`src/rtl/reg_bank_arbiter.sv`:
```
// Round-robin arbiter sharing a FunSel-controlled register bank between an ALU
// writeback port (A) and an 8-bit load port (B) that can lock the bank for a two-beat word.
module reg_bank_arbiter #(
    parameter int unsigned NUM_REGS = 4,
    parameter int unsigned SEL_W    = 2
) (
    input  logic                Clock,
    input  logic                Reset,
    input  logic                A_Req,
    input  logic [SEL_W-1:0]    A_Sel,
    input  logic [2:0]          A_Op,
    input  logic [15:0]         A_Data,
    output logic                A_Gnt,
    input  logic                B_Req,
    input  logic [SEL_W-1:0]    B_Sel,
    input  logic [7:0]          B_Byte,
    input  logic                B_Wide,
    input  logic                B_Sext,
    output logic                B_Gnt,
    output logic                B_Done,
    output logic [15:0]         I,
    output logic [2:0]          FunSel,
    output logic [NUM_REGS-1:0] E,
    output logic                Busy,
    output logic                Err
);

    localparam logic [2:0] FS_LOAD_LO_ZX = 3'b100;
    localparam logic [2:0] FS_LOAD_HI    = 3'b110;
    localparam logic [2:0] FS_LOAD_LO_SX = 3'b111;

    typedef enum logic {IDLE, B_HI} state_t;

    state_t           state;
    logic             prio_b;
    logic [SEL_W-1:0] hi_sel;
    logic             a_go;
    logic             b_go;

    function automatic logic sel_ok(input logic [SEL_W-1:0] sel);
        return 32'(sel) < NUM_REGS;
    endfunction

    // Out-of-range selects still get a grant; they simply enable no register.
    function automatic logic [NUM_REGS-1:0] onehot(input logic [SEL_W-1:0] sel);
        return sel_ok(sel) ? (NUM_REGS'(1) << sel) : '0;
    endfunction

    assign a_go = A_Req && (!B_Req || !prio_b);
    assign b_go = B_Req && !a_go;

    // NOTE: every register here is assigned with <= so all outputs update together
    // from the pre-edge values; blocking assignments would let later lines see new state.
    always_ff @(posedge Clock or negedge Reset) begin
        if (!Reset) begin
            state  <= IDLE;
            prio_b <= 1'b0;
            hi_sel <= '0;
            A_Gnt  <= 1'b0;
            B_Gnt  <= 1'b0;
            B_Done <= 1'b0;
            Busy   <= 1'b0;
            Err    <= 1'b0;
            E      <= '0;
            FunSel <= 3'b000;
            I      <= 16'h0000;
        end else begin
            // Pulses and enables default low; FunSel and I keep their last values.
            A_Gnt  <= 1'b0;
            B_Gnt  <= 1'b0;
            B_Done <= 1'b0;
            Err    <= 1'b0;
            E      <= '0;

            case (state)
                IDLE: begin
                    if (a_go) begin
                        A_Gnt  <= 1'b1;
                        FunSel <= A_Op;
                        I      <= A_Data;
                        E      <= onehot(A_Sel);
                        Err    <= !sel_ok(A_Sel);
                        prio_b <= 1'b1;
                    end else if (b_go) begin
                        B_Gnt <= 1'b1;
                        I     <= {8'h00, B_Byte};
                        E     <= onehot(B_Sel);
                        Err   <= !sel_ok(B_Sel);
                        if (B_Wide) begin
                            FunSel <= FS_LOAD_LO_ZX;
                            hi_sel <= B_Sel;
                            Busy   <= 1'b1;
                            state  <= B_HI;
                        end else begin
                            FunSel <= B_Sext ? FS_LOAD_LO_SX : FS_LOAD_LO_ZX;
                            B_Done <= 1'b1;
                            prio_b <= 1'b0;
                        end
                    end
                end

                B_HI: begin
                    // Bank stays locked to B until the high byte arrives.
                    if (B_Req) begin
                        B_Gnt  <= 1'b1;
                        B_Done <= 1'b1;
                        FunSel <= FS_LOAD_HI;
                        I      <= {8'h00, B_Byte};
                        E      <= onehot(hi_sel);
                        Err    <= !sel_ok(hi_sel);
                        Busy   <= 1'b0;
                        prio_b <= 1'b0;
                        state  <= IDLE;
                    end
                end

                default: state <= IDLE;
            endcase
        end
    end

endmodule

```
`config.mk`:
```
export PLATFORM = sky130hd
export DESIGN_NAME = reg_bank_arbiter
export DESIGN_NICKNAME = d
export VERILOG_FILES = /design/src/rtl/reg_bank_arbiter.sv
export SDC_FILE = /design/constraint.sdc
export NUM_CORES = 1
export LEC_CHECK = 0
export CAP_MARGIN = 20
export CELL_PAD_IN_SITES_DETAIL_PLACEMENT = 0
export CELL_PAD_IN_SITES_GLOBAL_PLACEMENT = 2
export CORE_MARGIN = 2
export CORE_UTILIZATION = 24
export CTS_CLUSTER_SIZE = 8
export DETAILED_ROUTE_END_ITERATION = 8
export MAX_ROUTING_LAYER = met4
export PLACE_DENSITY = 0.79
export SLEW_MARGIN = 20
export SYNTH_ARGS = -nofsm -noshare
export SYNTH_HDL_FRONTEND = slang
export SYNTH_SLANG_ARGS = --single-unit
```
`constraint.sdc`:
```
create_clock -name Clock -period 1.65 [get_ports Clock]
set_input_delay 0.165 -clock Clock [delete_from_list [all_inputs] [get_ports Clock]]
set_output_delay 0.165 -clock Clock [all_outputs]
set_load 0.1 [all_outputs]
```
==> key figures <==
Route
  – Final wirelength: 3756 um
  – Vias after detailed routing: 1,207
  – Pre-antenna DRT Iters: 4
  – Vias per cell: 4.521
  – DRC Markers: 0
  – Initial DRC Count: 34
  – Post-DRT Antenna Nets: 0
  – WL/cell: 14.07 um

Place
  – Final HPWL DP: 2783 um
  – Routability cong.: 0.7472
  – Input/output buffers: 63
  – Placed instance area: 0.002361 sq mm

Setup path
  – Delay-heaviest family, CP: flip-flops
  – CP max stage cell: dfrtp_1
  – CP cell instances: nor2b_1 -> buf_4 -> nor2_2 -> a22o_1
  – Worst Setup Start Kind: register
  – Critical path data required time: 1.87 ns
  – Buf/Inv on CP: 1
  – CP endpoint kind: register
  – Critical Path AT: 1.64 ns
  – Crit-path max cell delay: 0.55 ns
  – Worst R2R Setup Slack: 0.23 ns
  – Crit Path Category: reg -> reg
  – Worst-path maximum fanout: 9

Floorplanning
  – Die Y: 81.06 um
  – DIE AREA: 0.006571 sq mm
  – # IOs: 65
  – Core area: 0.005816 sq mm
  – Die X: 81.06 um
  – Num rows: 28
  – Initial core utilization: 0.2451

CTS
  – Clock Sinks: 31
  – CTS Buffer Depth: 2
  – CTS Root Buffer Type: clkbuf_8
  – Post-CTS Hold Fix Bufs: 0
  – Post-cts repair resize count: 0
  – CTS clk-pin slew, worst paths: 0.07 ns
  – Clk Latency, worst-skew pair: 0.28 ns
  – H-Tree Depth: 2
  – TritonCTS clock tree: done
  – TritonCTS Buffers: 5
  – Postcts setup bufs: 0

Synthesis
  – FFs w/ async S/R, synth: 1.000
  – Post-synthesis sequential element count: 31
  – Post-synth EDFFs: 0
  – Sequential-to-total area share from yosys stat: 0.5443
  – Post-Synthesis Cell Area: 0.001425 sq mm
  – Main synth FF type: dfrtp_1
  – Most numerous cell in the Yosys netlist: dfrtp_1
  – Leading area contributor after synthesis: dfrtp_1
  – Average size of a mapped cell: 11.78 sq um
  – Top cells by count, synth: 31 x dfrtp_1, 10 x nand3_1, 8 x mux2i_1, 8 x o21ai_1, 7 x a22o_1
  – Cells after Synth: 121
  – Yosys top cell area share: 0.5443
  – Syn nets: 158
  – Synth Warn #: 0
  – Distinct cells, synth: 38
  – Dominant cells by area after synthesis: dfrtp_1 54%, mux2i_1 5.6%, a22o_1 4.3%

GRT
  – Total global routing overflow: 0
  – Number of global-route vias before repair: 1,276
  – Wire length of the first global-routing pass: 6458 um
  – Initial antenna violation count: 0
  – GRT Total Usage: 0.1323
  – Maximum number of pins on one net before global-route repair: 32

STA
  – Final setup fails: 0
  – Fin Hold WS: 0.2662 ns
  – Period minus WS final: 1.417 ns
  – Max-slew violations: 0
  – Fmax: 705.7 MHz
  – Tcrit/Tclk final: 0.8589
  – Final hold vios: 0
  – Clock Skew: 0.005083 ns
  – Setup_tns: 0 ns
  – Unrepaired setup endpoints after global routing: no

Cells and area
  – Share of layout cells above drive strength 1: 0.2813
  – Final instance area: 0.002479 sq mm
  – ANT cells: 0
  – Fillers: 575
  – Synth-to-Final Area Change: 73.92%
  – Fin nets: 228
  – Area of the multi-input gates: 560.5 sq um
  – Seq. cell area: 775.7 sq um

Power
  – Peak supply drop: 0.5631 mV
  – PwrDens: 1424 mW/mm^2
  – Leakage power: 1.098 nW

Run
  – Max-cap violations: 0

Worst hold path
  – Hold WC Path Type: in -> async

Run status
  – Status: complete, no violations
## power by group
part	leakage, nW	internal (mW)	switching [mW]
logic	0.651	0.620	1.09
registers	0.386	0.899	0.151
clock network	0.0612	0.488	0.284
total	1.10	2.01	1.52
## sequential cells by signal (all words and copies together), names as in the netlist
register / count
I: 16
E: 4
FunSel: 3
hi_sel: 2
A_Gnt: 1
B_Done: 1
B_Gnt: 1
Busy: 1
prio_b: 1
state: 1
## per-layer routing
metal | global-route usage | routed length, um | vias up
met4 | 0.05085 | 63 | 0
li1 | - | - | 586
met3 | 0.03111 | 257 | 6
met2 | 0.2074 | 1739 | 42
met1 | 0.1657 | 1695 | 573
met5 | - | 0 | -
## worst paths after layout
path,start,endpoint,cells after the start
max in group asynchronous,Reset,I[5],2
min reg2reg,prio_b,prio_b,1
min in group Clock,A_Data[7],I[7],3
min,Reset,B_Done,2
max reg2reg,state,I[12],4
max,state,I[12],4
## cells in the final DEF, fill, tap and decap left out, drive strengths merged
master	netlist	routed
nand3	11	11
o211ai	3	3
buf	9	37
nand4b	4	4
and4bb	1	1
a31oi	2	2
dfrtp	31	31
a2111oi	1	1
nand4	2	2
a21oi	2	2
nor2	4	4
nor2b	2	2
a21boi	1	1
and2	1	1
conb	1	1
bufinv	0	1
o32a	2	2
a22oi	1	1
inv	4	4
a211o	2	2
mux2	2	2
nor3	1	1
clkinv	0	1
a22o	8	8
nand2b	3	3
and4	1	1
nand2	4	4
clkdlybuf4s50	0	36
o21ai	9	9
clkbuf	1	6
mux2i	8	8
## logic make-up (layout without fill, tap and decap cells)
| group | Yosys count | count (layout) | synth area share |
|---|---|---|---|
| AOI/OAI and AO/OA | 31 | 31 | 0.1616 |
| buffers and inverters | 14 | 85 | 0.06233 |
| DFF | 31 | 31 | 0.5443 |
| muxes | 10 | 10 | 0.07726 |
| other | 1 | 1 | 0.002631 |
| and+or+nand+nor | 34 | 34 | 0.1519 |
## per-stage QoR
step / power [mW] / setup WS, ns / cells / utilization
floorplan: 2.105 / 0.3441 / 121 / -
global placement: 2.780 / 0.07201 / 259 / 0.4060
detailed placement: 2.785 / 0.07281 / 259 / 0.4060
CTS: 3.561 / 0.2320 / 267 / 0.4262
global route: 3.677 / 0.09968 / 267 / 0.4262
finish: 3.529 / 0.2329 / 267 / 0.4262
## final cells by class
type	instances	share of cell area
multi-input combinational	76	0.2261
clock buffer	6	0.03332
tap	75	0.03786
inverter	4	0.007067
sequential	31	0.3130
clock inverter	2	0.01413
timing repair buffer	73	0.3685
Note: power is estimated with default switching activity, not from simulation.
